File: config.mk
export PLATFORM = sky130hd
export DESIGN_NAME = instr_fetch_unit_flat
export DESIGN_NICKNAME = d
export VERILOG_FILES = /design/src/rtl/instr_fetch_unit_pkg.sv /design/src/rtl/instr_fetch_unit_if.sv /design/src/rtl/instr_fetch_unit_pc_reg.sv /design/src/rtl/instr_fetch_unit.sv /design/src/flat_wrapper.sv
export SDC_FILE = /design/constraint.sdc
export NUM_CORES = 1
export LEC_CHECK = 0
export CELL_PAD_IN_SITES_DETAIL_PLACEMENT = 0
export CELL_PAD_IN_SITES_GLOBAL_PLACEMENT = 1
export CORE_MARGIN = 2
export CORE_UTILIZATION = 40
export DETAILED_ROUTE_END_ITERATION = 10
export PLACE_DENSITY = 0.85
export SETUP_SLACK_MARGIN = 0.05
export SYNTH_ARGS = -nofsm -noshare
export SYNTH_HDL_FRONTEND = slang
export SYNTH_HIERARCHICAL = 1
export SYNTH_SLANG_ARGS = --single-unit
File: constraint.sdc
create_clock -name clk -period 5.12 [get_ports clk]
set_input_delay 0.768 -clock clk [delete_from_list [all_inputs] [get_ports clk]]
set_output_delay 0.768 -clock clk [all_outputs]
set_load 0.02 [all_outputs]
File: src/rtl/instr_fetch_unit_pkg.sv
// Shared fetch/decode/control definitions for the 16-bit MIPS core.
// Widths, opcode field, fetch FSM encodings and opcode constants.
package instr_fetch_unit_pkg;

    localparam int PC_W    = 16;
    localparam int INSTR_W = 16;
    localparam int OPC_MSB = 15;
    localparam int OPC_LSB = 12;

    typedef enum logic [1:0] {
        IDLE  = 2'd0,
        FETCH = 2'd1,
        HOLD  = 2'd2,
        FLUSH = 2'd3
    } fetch_state_e;

    typedef enum logic [3:0] {
        OP_AND = 4'd0,
        OP_OR  = 4'd1,
        OP_ADD = 4'd2,
        OP_SUB = 4'd6,
        OP_SLT = 4'd7,
        OP_LW  = 4'd8,
        OP_SW  = 4'd10,
        OP_BNE = 4'd14,
        OP_JMP = 4'd15
    } opcode_e;

    function automatic logic [3:0] get_opcode(input logic [INSTR_W-1:0] w);
        return w[OPC_MSB:OPC_LSB];
    endfunction

    function automatic logic [PC_W-1:0] pc_next(input logic [PC_W-1:0] a);
        return a + PC_W'(1);
    endfunction

endpackage

File: src/rtl/instr_fetch_unit_if.sv
// Fetch-stage bus: imem req/ack, redirect input, decode valid/ready.
// master = fetch unit side, slave = memory/decode/branch side.
interface instr_fetch_unit_if;
    import instr_fetch_unit_pkg::*;

    logic               imem_req;
    logic [PC_W-1:0]    imem_addr;
    logic               imem_ack;
    logic [INSTR_W-1:0] imem_rdata;
    logic               redirect_valid;
    logic [PC_W-1:0]    redirect_pc;
    logic               instr_valid;
    logic               instr_ready;
    logic [INSTR_W-1:0] instr;
    logic [PC_W-1:0]    instr_pc;
    logic [3:0]         opcode;
    logic [PC_W-1:0]    pc_plus1;

    modport master (
        output imem_req, imem_addr,
        input  imem_ack, imem_rdata,
        input  redirect_valid, redirect_pc,
        output instr_valid,
        input  instr_ready,
        output instr, instr_pc, opcode, pc_plus1
    );

    modport slave (
        input  imem_req, imem_addr,
        output imem_ack, imem_rdata,
        output redirect_valid, redirect_pc,
        input  instr_valid,
        output instr_ready,
        input  instr, instr_pc, opcode, pc_plus1
    );

endinterface

File: src/rtl/instr_fetch_unit_pc_reg.sv
// Program counter: async reset to RESET_PC, redirect load, +1 with wrap.
// Ports: clk, reset_n, inc, load, load_pc -> pc. load beats inc.
module instr_fetch_unit_pc_reg
    import instr_fetch_unit_pkg::*;
#(
    parameter logic [PC_W-1:0] RESET_PC = '0
) (
    input  logic            clk,
    input  logic            reset_n,
    input  logic            inc,
    input  logic            load,
    input  logic [PC_W-1:0] load_pc,
    output logic [PC_W-1:0] pc
);

    always_ff @(posedge clk or negedge reset_n) begin
        if (!reset_n) begin
            pc <= RESET_PC;
        end else if (load) begin
            pc <= load_pc;
        end else if (inc) begin
            pc <= pc_next(pc);
        end
    end

endmodule

File: src/rtl/instr_fetch_unit.sv
// Fetch stage: PC, imem req/ack, instruction register, redirect squash.
// Ports: clk, reset_n, bus (instr_fetch_unit_if.master).
module instr_fetch_unit
    import instr_fetch_unit_pkg::*;
#(
    parameter logic [PC_W-1:0] RESET_PC = 16'h0000
) (
    input  logic                  clk,
    input  logic                  reset_n,
    instr_fetch_unit_if.master    bus
);

    fetch_state_e state;
    fetch_state_e state_nxt;

    logic               pc_inc;
    logic               pc_load;
    logic               cap;
    logic               drop;
    logic               hold_addr;
    logic [PC_W-1:0]    pc;
    logic [PC_W-1:0]    flush_addr;
    logic [INSTR_W-1:0] instr_q;
    logic [PC_W-1:0]    instr_pc_q;
    logic               valid_q;

    instr_fetch_unit_pc_reg #(
        .RESET_PC (RESET_PC)
    ) u_pc_reg (
        .clk     (clk),
        .reset_n (reset_n),
        .inc     (pc_inc),
        .load    (pc_load),
        .load_pc (bus.redirect_pc),
        .pc      (pc)
    );

    always_ff @(posedge clk or negedge reset_n) begin
        if (!reset_n) begin
            state <= IDLE;
        end else begin
            state <= state_nxt;
        end
    end

    always_comb begin
        state_nxt = state;
        pc_inc    = 1'b0;
        pc_load   = 1'b0;
        cap       = 1'b0;
        drop      = 1'b0;
        hold_addr = 1'b0;
        case (state)
            IDLE: begin
                state_nxt = FETCH;
            end
            FETCH: begin
                if (bus.redirect_valid) begin
                    pc_load = 1'b1;
                    // Unacked request stays outstanding at the old address.
                    if (!bus.imem_ack) begin
                        hold_addr = 1'b1;
                        state_nxt = FLUSH;
                    end
                end else if (bus.imem_ack) begin
                    cap       = 1'b1;
                    pc_inc    = 1'b1;
                    state_nxt = HOLD;
                end
            end
            HOLD: begin
                if (bus.redirect_valid) begin
                    pc_load   = 1'b1;
                    drop      = 1'b1;
                    state_nxt = FETCH;
                end else if (bus.instr_ready) begin
                    drop      = 1'b1;
                    state_nxt = FETCH;
                end
            end
            FLUSH: begin
                if (bus.redirect_valid) begin
                    pc_load = 1'b1;
                end
                if (bus.imem_ack) begin
                    state_nxt = FETCH;
                end
            end
            default: begin
                state_nxt = IDLE;
            end
        endcase
    end

    always_ff @(posedge clk or negedge reset_n) begin
        if (!reset_n) begin
            flush_addr <= '0;
        end else if (hold_addr) begin
            flush_addr <= pc;
        end
    end

    always_ff @(posedge clk or negedge reset_n) begin
        if (!reset_n) begin
            instr_q    <= '0;
            instr_pc_q <= '0;
            valid_q    <= 1'b0;
        end else if (cap) begin
            instr_q    <= bus.imem_rdata;
            instr_pc_q <= pc;
            valid_q    <= 1'b1;
        end else if (drop) begin
            valid_q    <= 1'b0;
        end
    end

    assign bus.imem_req    = (state == FETCH) || (state == FLUSH);
    assign bus.imem_addr   = (state == FLUSH) ? flush_addr : pc;
    assign bus.instr_valid = valid_q;
    assign bus.instr       = instr_q;
    assign bus.instr_pc    = instr_pc_q;
    assign bus.opcode      = get_opcode(instr_q);
    assign bus.pc_plus1    = pc_next(instr_pc_q);

endmodule

File: src/flat_wrapper.sv
// flat-port wrapper written by rule: the top's interface ports become plain ports
module instr_fetch_unit_flat import instr_fetch_unit_pkg::*;
#(
    parameter logic [PC_W-1:0] RESET_PC = 16'h0000
)
  (clk, reset_n, bus_imem_req, bus_imem_addr, bus_imem_ack, bus_imem_rdata, bus_redirect_valid, bus_redirect_pc, bus_instr_valid, bus_instr_ready, bus_instr, bus_instr_pc, bus_opcode, bus_pc_plus1);
  instr_fetch_unit_if bus_i ();
  input  logic clk;
  input  logic reset_n;
  output wire logic [$bits(bus_i.imem_req)-1:0] bus_imem_req;
  output wire logic [$bits(bus_i.imem_addr)-1:0] bus_imem_addr;
  input wire logic [$bits(bus_i.imem_ack)-1:0] bus_imem_ack;
  input wire logic [$bits(bus_i.imem_rdata)-1:0] bus_imem_rdata;
  input wire logic [$bits(bus_i.redirect_valid)-1:0] bus_redirect_valid;
  input wire logic [$bits(bus_i.redirect_pc)-1:0] bus_redirect_pc;
  output wire logic [$bits(bus_i.instr_valid)-1:0] bus_instr_valid;
  input wire logic [$bits(bus_i.instr_ready)-1:0] bus_instr_ready;
  output wire logic [$bits(bus_i.instr)-1:0] bus_instr;
  output wire logic [$bits(bus_i.instr_pc)-1:0] bus_instr_pc;
  output wire logic [$bits(bus_i.opcode)-1:0] bus_opcode;
  output wire logic [$bits(bus_i.pc_plus1)-1:0] bus_pc_plus1;
  assign bus_imem_req = bus_i.imem_req;
  assign bus_imem_addr = bus_i.imem_addr;
  assign bus_i.imem_ack = bus_imem_ack;
  assign bus_i.imem_rdata = bus_imem_rdata;
  assign bus_i.redirect_valid = bus_redirect_valid;
  assign bus_i.redirect_pc = bus_redirect_pc;
  assign bus_instr_valid = bus_i.instr_valid;
  assign bus_i.instr_ready = bus_instr_ready;
  assign bus_instr = bus_i.instr;
  assign bus_instr_pc = bus_i.instr_pc;
  assign bus_opcode = bus_i.opcode;
  assign bus_pc_plus1 = bus_i.pc_plus1;
  instr_fetch_unit #(.RESET_PC(RESET_PC)) u_core (.clk(clk), .reset_n(reset_n), .bus(bus_i));
endmodule
# == After elaboration in Yosys (flattened, before gate mapping) ==
# Cells that the tools add are included.
# op_classes
eq_ne,7
n_reduce_logical,6
muxes,23
addsub,2
# op_table
cell,n
16-bit 2-to-1 mux,3
"16-bit by 1-bit adder with 16-bit output, second input constant",2
1-bit 2-to-1 mux,13
2-bit 2-to-1 mux,6
"3-bit inequality test, second input constant",3
2-bit one-hot mux with 4 select lines,1
"2-bit == test, second input constant",2
4-bit AND reduction,1
2-bit nonzero test,2
3-bit OR reduction,1
"2-bit by 1-bit == test with 1-bit output, second input constant",1
2-bit zero test,1
"2-bit inequality test, second input constant",1
1-bit logical OR,1
# word_totals
ff_bits,67
elab_cells,44
inputBits,37
output_inout_bits,70

# == Depth between registers and ports, before layout ==
# logic_depth
depth_word,5
depth_mapped,9

# == Hierarchy ==
# Netlist, hierarchy kept.
# by_module_without_submodules
mod,n_inst,seq_area_each_um2,area_each_um2,cells_each
instr_fetch_unit,1,1276.2,2645.0,192
instr_fetch_unit_pc_reg,1,400.4,943.4,99

# == Least setup slack after synthesis ==
# OpenSTA, ideal clock, no wires.
# synth_path
kind,register to output
from,"reg u_core.instr_pc_q[1], in the netlist u_core/bus.instr_pc[1]"
to,out bus_pc_plus1[12]
slack_ns,2.822
path_stages_with_launch,5
arrival_ns,1.530
cell_sequence,dfrtp_1 ha_1 nand4_1 nor4_1 xor2_1
# synth_via
elab_chain_len,1
# synth_rtl
item,line,text
"start, declared",instr_fetch_unit.sv:24,logic [PC_W-1:0] instr_pc_q;
"start signal, assigned",instr_fetch_unit.sv:110,instr_pc_q <= pc;
16-bit by 1-bit adder with 16-bit output,instr_fetch_unit_pkg.sv:34,return a + PC_W'(1);
"end, declared",flat_wrapper.sv:21,output wire logic [$bits(bus_i.pc_plus1)-1:0] bus_pc_plus1;
# No other way between the ends.

# == Worst setup path after layout ==
# layout_path
from,reg u_core.state[0]
to,out bus_imem_addr[15]
# layout_via
elab_chain_len,2
# layout_rtl
item,line,text
"start, declared",instr_fetch_unit.sv:13,fetch_state_e state;
"start signal, assigned",instr_fetch_unit.sv:42,state <= state_nxt;
2-bit == test,instr_fetch_unit.sv:118,assign bus.imem_addr = (state == FLUSH) ? flush_addr : pc;
16-bit 2-to-1 mux,instr_fetch_unit.sv:118,
"end, declared",flat_wrapper.sv:11,output wire logic [$bits(bus_i.imem_addr)-1:0] bus_imem_addr;
# No other way between the ends.

==> results_dict.tcl <==
set metrics [dict create \
    first_iter_violations 95 \
    arrival_ps 2450 \
    path_class "flop to output pin" \
    vdd_drop_max_uv 160 \
    ant_nets 0 \
    crit_family "flip-flops" \
    gp_congestion 0.774 \
    htreeDepth 3 \
    antenna_cells 0 \
    yosysSeqAreaShare_pct 46.7 \
    synthDominantCellAreaShare_pct 46.7 \
    use_met2_pct 25.6 \
    crit_path_top_delay_cell "dfrtp_1" \
    synthToLayoutAreaGrowth_pct 34.1 \
    nNetsFinal 431 \
    drv_slew 0 \
    avgSynthCellArea_um2 12.3 \
    final_area_um2 4810 \
    post_cts_buffers 0 \
    clk_pin_slew_ps 80 \
    grt_overflow_total 0 \
    fin_tns_setup_ps 0 \
    start_util_pct 41.1 \
    synth_edf_count 0 \
    root_buffer "clkbuf_8" \
    clock_skew_ps 8.49 \
    dpl-instance-area_um2 4640 \
    synth_most_common_cell "dfrtp_1" \
    hpwl_um 5970 \
    p_per_area_nw_per_um2 491 \
    hold_class "flop to flop" \
    cts.path.max_buffers 2 \
    fmax_ghz 0.311 \
    post_cts_resized 0 \
    drc 0 \
    fin_crit_sh_pct 62.8 \
    syn_inst 291 \
    wl_per_cell_um 16.2 \
    path_cells "nand2_1 > mux2_2 > clkdlybuf4s50_1" \
    final-hold-violation-count 0 \
    drt_wl_total_um 8160 \
    p_leak_nw 2.00 \
    hp-start "u_core/bus.instr_valid$_DFFE_PN0P_" \
    grt.total_usage_pct 17.3 \
    io_buffer_count 106 \
    reg2reg_from "u_core/state[1]$_DFFE_PN0P_" \
    dieArea_um2 9740 \
    grt_pass1_wl_um 13400 \
    startpoint "u_core/state[0]$_DFFE_PN0P_" \
    antenna_found_initial 0 \
    worst_pin_slew_ps 997 \
    synth_flop_cell "dfrtp_1" \
    core_um2 8720 \
    hold_buffers 0 \
    cts_num_sinks 67 \
    grt_max_degree 68 \
    cpPeakStageDelay_ps 570 \
    cp-end-kind "output pin" \
    via_per_inst 5.03 \
    die_w_um 98.7 \
    yosys-top-cells-area "dfrtp_1 (47%), mux2_4 (15%), mux2_2 (6.9%)" \
    pin_count 107 \
    yosys.cell_types.count 41 \
    ys_seq_elements 67 \
    layout-drive-gt1-share_pct 22.4 \
    rsz0062_at_grt "no" \
    power_mw 2.36 \
    busiest_layer "met2" \
    vias 2541 \
    slew_headroom_pct 33.5 \
    insertion_delay_ps 340 \
    first_global_vias 2548 \
    ys_warn_count 6 \
    rows 34 \
    synth_nets 330 \
    met1_usage_pct 25.4 \
    cap_violations 0 \
    synthArstFlopShare_pct 100 \
    cp_num_buf_inv 1 \
    final.min_clock_period_ps 3220 \
    startpoint_type "flop" \
    setup_viol 0 \
    path_max_fanout 16 \
    die_h_um 98.7 \
    syn_area_um2 3590 \
    cts_buffers 9 \
    drt_pass1_iterations 4 \
    synthTopCellsByCount "dfrtp_1 (67), mux2_4 (36), nand2_1 (26)" \
    cp.required_ps 4350 \
    status "finished, final reports clean" \
    cts_tree "yes" \
    yosys.area.top_type "dfrtp_1" \
    use_met3_pct 3.55 \
    fillers 726 \
]
==> layout make-up <==
cell class	count	area, µm²	share of cell area, %
well taps	108	135	2.81
multi-input cells	197	1720	35.7
inverters	9	33.8	0.702
clock buffers	9	124	2.57
flip-flops and latches	67	1680	34.8
repair buffers	108	1070	22.3
clock inverters	7	53.8	1.12
==> per-stage QoR <==
stage          instances  util, %  hold slack [ps]  setup WS (ps)
3_5_place_dp         489     53.2              487           1900
6_report             505     55.2              504           1900
2_1_floorplan        291        -              472           2820
5_1_grt              505     55.2              528           1720
4_1_cts              505     55.2              506           1880
3_3_place_gp         489     53.2              481           2010
==> tightest hold or removal path: stages (launching register included) <==
cell and delay (ps):
dfrtp_1 360, nand2_1 60, nand2_1 50
==> where the power goes <==
group	total, mW	switching, mW	internal (mW)
registers	0.870	0.180	0.691
logic	1.10	0.489	0.613
clock network	0.391	0.214	0.178
==> layer usage <==
layer  wire length (µm)  up-vias
li1                   -     1224
met1               3950     1214
met2               3630       93
met3                476       10
met4                106        0
met5                  0        -
==> logic make-up (layout without fill, tap and decap cells) <==
group                    count (synthesis)  in the layout  synth area share (%)
AO/OA/AOI/OAI                           28             28                  4.43
XOR/XNOR                                26             26                  6.35
adder cells (fa/ha/maj)                  2              2                 0.697
buffers and inverters                   27            133                  5.40
flip-flops                              67             67                  46.7
multiplexers                            62             62                  23.2
AND/OR/NAND/NOR                         79             79                  13.2
==> layout by cell type (no fill, tap or decap), types with 9 or more instances in the layout <==
master and n:
clkdlybuf4s50_1 105, dfrtp_1 67, mux2_4 36, nand2_1 26, mux2_2 22, o21ai_0 16, xor2_1 15, nand3_1 11
xnor2_1 11, clkbuf_8 9, inv_1 9
==> path summary, 6_finish.rpt <==
path                                                      endpoint  slack (ps)  depth (start not counted)
worst max-delay path                             bus_imem_addr[15]        1900                          3
worst min-delay path            u_core/bus.instr_valid$_DFFE_PN0P_         500                          2
worst max register to register   u_core/u_pc_reg/pc[6]$_DFFE_PN0P_        2720                          6
worst min register to register  u_core/bus.instr_valid$_DFFE_PN0P_         500                          2
max in group asynchronous         u_core/bus.instr[13]$_DFFE_PN0P_        3940                          2
min in group asynchronous         u_core/bus.instr[12]$_DFFE_PN0P_         590                          2
==> state kept, by name, indices dropped and copies added (netlist names) <==
| name | cells |
|---|---|
| u_core/bus.instr | 16 |
| u_core/state | 2 |
| u_core/u_pc_reg/pc | 16 |
| u_core/bus.instr_pc | 16 |
| u_core/flush_addr | 16 |
| u_core/bus.instr_valid | 1 |
Note: power is estimated with default switching activity, not from simulation.
